### config.mk
export PLATFORM = sky130hd
export DESIGN_NAME = rom_fetch_unit
export DESIGN_NICKNAME = d
export VERILOG_FILES = /design/src/rtl/rom_fetch_unit.sv
export SDC_FILE = /design/constraint.sdc
export NUM_CORES = 1
export LEC_CHECK = 0
export ABC_CLOCK_PERIOD_IN_PS = 1700
export CAP_MARGIN = 20
export CORE_UTILIZATION = 43
export DETAILED_ROUTE_END_ITERATION = 16
export GPL_TIMING_DRIVEN = 0
export PLACE_DENSITY = 0.77
export SYNTH_ARGS = -nofsm -noshare
export SYNTH_HDL_FRONTEND = slang
export SYNTH_SLANG_ARGS = --single-unit
### constraint.sdc
create_clock -name clk -period 1.7 [get_ports clk]
set_clock_uncertainty 0.05 [all_clocks]
set_input_delay 0.34 -clock clk [delete_from_list [all_inputs] [get_ports clk]]
set_output_delay 0.34 -clock clk [all_outputs]
set_load 0.01 [all_outputs]
### src/rtl/rom_fetch_unit.sv
// rom_fetch_unit: program counter and fetch stage in front of a combinational
// program ROM. Alternates FETCH/EXEC phases, latches each ROM byte into an
// instruction register split into instruction and operand nibbles, and
// supports free-running, single-step and jump operation.
module rom_fetch_unit #(
  parameter int AW = 12,
  parameter int DW = 8  // must be even: instr is the upper half, oprnd the lower half
) (
  input  logic          clk,
  input  logic          rst_n,
  input  logic          run,
  input  logic          step,
  input  logic          load_pc,
  input  logic [AW-1:0] load_addr,
  input  logic [DW-1:0] rom_data,
  output logic [AW-1:0] rom_addr,
  output logic [DW/2-1:0] instr,
  output logic [DW/2-1:0] oprnd,
  output logic          phase,
  output logic          ir_valid,
  output logic          pc_wrap
);

  typedef enum logic [1:0] {
    IDLE  = 2'd0,
    FETCH = 2'd1,
    EXEC  = 2'd2
  } state_t;

  state_t        state;
  state_t        next_state;
  logic [AW-1:0] pc;
  logic [AW-1:0] pc_next;
  logic [DW-1:0] ir;
  logic [DW-1:0] ir_next;
  logic          wrap_next;

  // Next-state, PC and instruction-register update for the fetch sequencer
  always_comb begin
    next_state = state;
    pc_next    = pc;
    ir_next    = ir;
    wrap_next  = 1'b0;
    case (state)
      IDLE: begin
        if (load_pc) begin
          pc_next = load_addr;
        end
        if (run || step) begin
          next_state = FETCH;
        end
      end
      FETCH: begin
        ir_next    = rom_data;
        pc_next    = pc + AW'(1);
        wrap_next  = (pc == {AW{1'b1}});
        next_state = EXEC;
      end
      EXEC: begin
        if (load_pc) begin
          pc_next = load_addr;
        end
        next_state = run ? FETCH : IDLE;
      end
      default: begin
        next_state = IDLE;
      end
    endcase
  end

  // State, PC, IR and registered status outputs; phase/ir_valid are
  // registered from the next state so they carry no decode logic
  always_ff @(posedge clk or negedge rst_n) begin
    if (!rst_n) begin
      state    <= IDLE;
      pc       <= '0;
      ir       <= '0;
      phase    <= 1'b0;
      ir_valid <= 1'b0;
      pc_wrap  <= 1'b0;
    end else begin
      state    <= next_state;
      pc       <= pc_next;
      ir       <= ir_next;
      phase    <= (next_state == EXEC);
      ir_valid <= (next_state == EXEC);
      pc_wrap  <= wrap_next;
    end
  end

  assign rom_addr = pc;
  assign instr    = ir[DW-1:DW/2];
  assign oprnd    = ir[DW/2-1:0];

endmodule

After elaboration in Yosys (flattened, before gate mapping)
Index checks and enable logic that the tools add are counted.

$add $sub $neg: 1. Multiply operators: 0. Div/mod/pow operators: 0. $lt $le $gt $ge: 0. Eq/ne operators: 5. Shifts and indexed selects: 0. Multiplexer cells: 6. Bitwise gates (word level): 0. Reductions and logical operators: 5.

Operator list (number): $pmux 12 s2 (1); $add 12x1->12 const B (1); $eq 12x12->1 const B (1); $mux 12 (1); $pmux 2 s3 (1); $eq 2x2->1 const B (2); $eq 2x1->1 const B (1); $logic_not 2->1 (1); $mux 1 (2); $mux 2 (1); $ne 2x1->1 const B (1); $reduce_and 2->1 (1); $reduce_bool 2->1 (1); $reduce_or 2->1 (1); $logic_or 1x1->1 (1).

Register bits: 24. Latch bits: 0. Memory bits (writable): 0. Bits in read-only memories: 0. Bits of input ports: 25. Memories kept: 0.

Depth between registers and ports, before layout
Word-level depth: 4. Gate-level depth with buffers: 5. Mapped depth without buffers: 5.

Worst setup path before layout
Ideal clock, no wire load.

Path type: reg-to-reg. Start: register pc[0] (netlist: rom_addr[0]). End: register pc[6] (netlist: rom_addr[6]). Library setup time: 0.137 ns. Arrival: 1.274 ns. Data required time: 1.513 ns. Path slack: 0.239 ns. Stages on the path, launching flop included: 6. Buffers on the path: 0. Period minus slack after synthesis: 1.461 ns. Path through: dfrtp_1 ha_1 nand4_1 nor3b_2 xnor2_1 a21oi_1.

Word-level cells in the longest chain between the ends: 2.

RTL lines: from (decl) (RTL line 32) `logic [AW-1:0] pc;`; from (signal assigned) (RTL line 83) `pc <= pc_next;`; $add 12x1->12 (RTL line 55) `pc_next = pc + AW'(1);`; $pmux 12 s2 (RTL line 44) `case (state)`.

Every way passes these cells. A chain may end at the register's enable or synchronous reset.

Worst setup path after layout
Start: register pc[10] (netlist: rom_addr[10]). End: output port rom_addr[10].

RTL lines: to (decl) (RTL line 16) `output logic [AW-1:0] rom_addr,`.

No word-level cell between the ends.

==> flow_summary.json <==
{
  "critical_path.cell_chain": "clkdlybuf4s50_1",
  "avgSynthCellArea_sq_um": 10.88,
  "ys_ff_latch": 23,
  "criticalPathCategory": "reg2out",
  "top_level_ports": 48,
  "die_width_um": 55.48,
  "cellPowerDensity_mw_per_mm2": 1391,
  "timing.critical_path.arrival_ps": 1260,
  "detailed_route_via_count": 1114,
  "drc": 0,
  "fmax_ghz": 0.6079,
  "crit_buf_inv": 1,
  "insertedDiodeCount": 0,
  "grt_util_overall": 0.2088,
  "cp.required_ps": 1310,
  "via_count_of_the_first_global_routing_pass": 1136,
  "final_setup_violation_count": 0,
  "timing.hold.worst.class": "in2async",
  "crit_fanout": 3,
  "detail_route.wl_per_cell_um": 14.45,
  "number_of_synthesized_flops_with_an_enable_pin": 0,
  "half_perimeter_wire_length_after_placement_um": 2060,
  "dominantRegCellSynth": "dfrtp_1",
  "setup_repair_after_global_routing_missed_its_margin": "true",
  "final.fill_count": 229,
  "cts-root-to-sink-buffers": 2,
  "grt-ovfl-total": 0,
  "area_occupied_by_multi_input_gates_sq_um": 611.8,
  "kind_of_cell_with_the_highest_combined_delay_on_the_critical_path": "buffers and inverters",
  "worst_slew_pin_slew_ps": 537.4,
  "clock_latency_ps": 320,
  "grt_util_met3": 0.05855,
  "gp_congestion": 0.7410,
  "max_slew_margin": 0.6418,
  "postCtsHoldBufs": 0,
  "die_h_um": 55.48,
  "hold-worst-slack_ps": 290.5,
  "period_needed_ps": 1645,
  "max_stage_delay_ps": 540,
  "cts_root_buf": "clkbuf_4",
  "yosys_synthesis_warning_count": 0,
  "largest_net_degree_at_the_start_of_global_routing": 24,
  "vdd.ir_drop.worst_mv": 0.9666,
  "grt_first_pass_wirelength_um": 5064,
  "clk_pin_slew_ps": 140,
  "dieArea_sq_mm": 0.003078,
  "finalWirelength_um": 3050,
  "global_route.usage.met1": 0.2511,
  "global_routing_s_busiest_layer": "met2",
  "finalPower_mw": 2.645,
  "drt_pre_antenna_iters": 4,
  "crit_path_top_delay_cell": "clkdlybuf4s50_1",
  "floorplan.core_area_sq_mm": 0.002734,
  "start_kind": "flop",
  "number_of_max_capacitance_violations_reported": 0,
  "finalNetCount": 207,
  "synth-seq-area-share": 0.4680,
  "ant_nets": 0,
  "numClockSinks": 23,
  "postSynth.asyncResetShare": 1.000,
  "leakagePower_nw": 0.7459,
  "timing.critical_path.to_type": "output port",
  "final_layout_size_suffix_gt1_frac": 0.2444,
  "met2_usage": 0.3528,
  "synthesis.area_sq_mm": 0.001230,
  "finalHoldViolCount": 0,
  "detailedRoute.firstIterationViolations": 25,
  "clock_tree.htree_level_count": 1,
  "ff_latch_area_sq_um": 584.3,
  "floorplan.rows": 19,
  "number_of_buffers_created_by_cts": 3,
  "report.final.slew_viol_count": 0,
  "post_synth_inst_count": 113,
  "place.port_buffers": 47,
  "syn-num-nets": 139,
  "post_drt_via_cell_ratio": 5.280,
  "start_util": 0.4499,
  "stdcell_count": 211,
  "clock_tree_from_tritoncts": "yes",
  "synth.distinct_cells": 27,
  "synthToLayoutAreaGrowth_pct": 54.53,
  "dp.cells": 191,
  "run_status": "finished clean",
  "antenna_found_initial": 0,
  "finalCritPeriodShare": 0.9677
}
==> state kept, by name, summed over array words and instances, names as in the netlist <==
| signal | flops |
|---|---|
| rom_addr | 12 |
| ir | 8 |
| ir_valid | 1 |
| pc_wrap | 1 |
| state | 1 |
==> logic make-up (layout without fill, tap and decap cells) <==
family / count (synthesis) / in the layout / share of synthesized area
flops: 23 / 23 / 0.4680
buf+inv: 10 / 77 / 0.03662
mux: 11 / 11 / 0.09766
simple gates: 36 / 36 / 0.2065
compound gates: 22 / 22 / 0.1099
xor+xnor: 10 / 10 / 0.07122
fa+ha+maj: 1 / 1 / 0.01017
==> layout make-up <==
type | instances | share of cell area
buffer | 8 | 0.01975
sequential | 23 | 0.3074
tap | 31 | 0.02041
inverter | 2 | 0.003950
clock buffer | 4 | 0.01382
timing repair buffer | 63 | 0.3127
multi-input combinational | 80 | 0.3219
==> cell usage after synthesis, drive strengths merged, types with 4 or more instances <==
cell,count,area [sq um]
a211oi,10,75.07
nand2,5,18.77
clkbuf,4,15.01
mux2,8,90.09
xnor2,9,78.83
dfrtp,23,575.6
nor3,4,20.02
a21oi,10,50.05
nor2b,12,75.07
buf,4,22.52
==> timing repair <==
item	4_1_cts	5_1_grt
buffers inserted	11	4
pin swaps	0	5
resized for setup	10	1
endpoints found under the setup margin	12	3
cloned	0	0
==> layout by cell type, fill, tap and decap left out <==
cell type	netlist	final
clkbuf_1	4	5
inv_1	2	2
nand3_2	1	1
nor3b_2	1	1
dfrtp_2	0	7
nor2_1	3	3
nor4_1	1	1
o21ai_0	2	2
a211oi_1	10	10
nand3_1	1	1
nand4_4	1	1
nand4_1	1	1
dlygate4sd2_1	0	3
clkdlybuf4s50_1	0	44
mux2i_1	3	3
buf_8	0	1
nor4_4	1	1
ha_2	0	1
nand4b_1	3	3
nor2b_1	12	12
dfrtp_1	23	16
xor2_1	1	1
nor4_2	1	1
buf_4	1	16
nand2_1	5	5
mux2_2	8	8
nor3_1	4	4
xnor2_1	9	9
buf_2	3	3
nand3b_1	1	1
clkbuf_4	0	3
a21oi_1	10	10
==> final timing paths <==
kind                         startpoint           end  slack [ps]  cells past startpoint
min                               rst_n   rom_addr[3]         290                      1
min in group clk                  ir[1]         ir[1]         470                      1
max in group asynchronous         rst_n         ir[2]         840                      2
max reg2reg                 rom_addr[1]   rom_addr[6]          50                      7
min reg2reg                       ir[1]         ir[1]         470                      1
max                        rom_addr[10]  rom_addr[10]          50                      1
==> where the power goes <==
| part | internal, mW | leakage, nW | switching [mW] |
|---|---|---|---|
| registers | 0.757 | 0.263 | 0.128 |
| clock network | 0.0917 | 0.0150 | 0.173 |
| logic | 0.855 | 0.468 | 0.640 |
| total | 1.70 | 0.746 | 0.941 |
==> routing by layer <==
| layer | part of all wire | vias up |
|---|---|---|
| li1 | - | 538 |
| met1 | 0.44 | 531 |
| met2 | 0.48 | 41 |
| met3 | 0.072 | 4 |
| met4 | 0.014 | 0 |
| met5 | 0 | - |
==> per-stage QoR <==
step / setup WS, ps / cell area [sq um] / setup TNS, ps / util
2_1_floorplan: 239.0 / 1230 / 0 / -
3_3_place_gp: -129.2 / 1739 / -1105 / 0.6362
3_5_place_dp: -183.7 / 1739 / -1893 / 0.6362
4_1_cts: 11.72 / 1853 / 0 / 0.6778
5_1_grt: -37.07 / 1901 / -62.88 / 0.6952
6_report: 54.92 / 1901 / 0 / 0.6952
No activity file was read; power rests on OpenSTA's default activity.
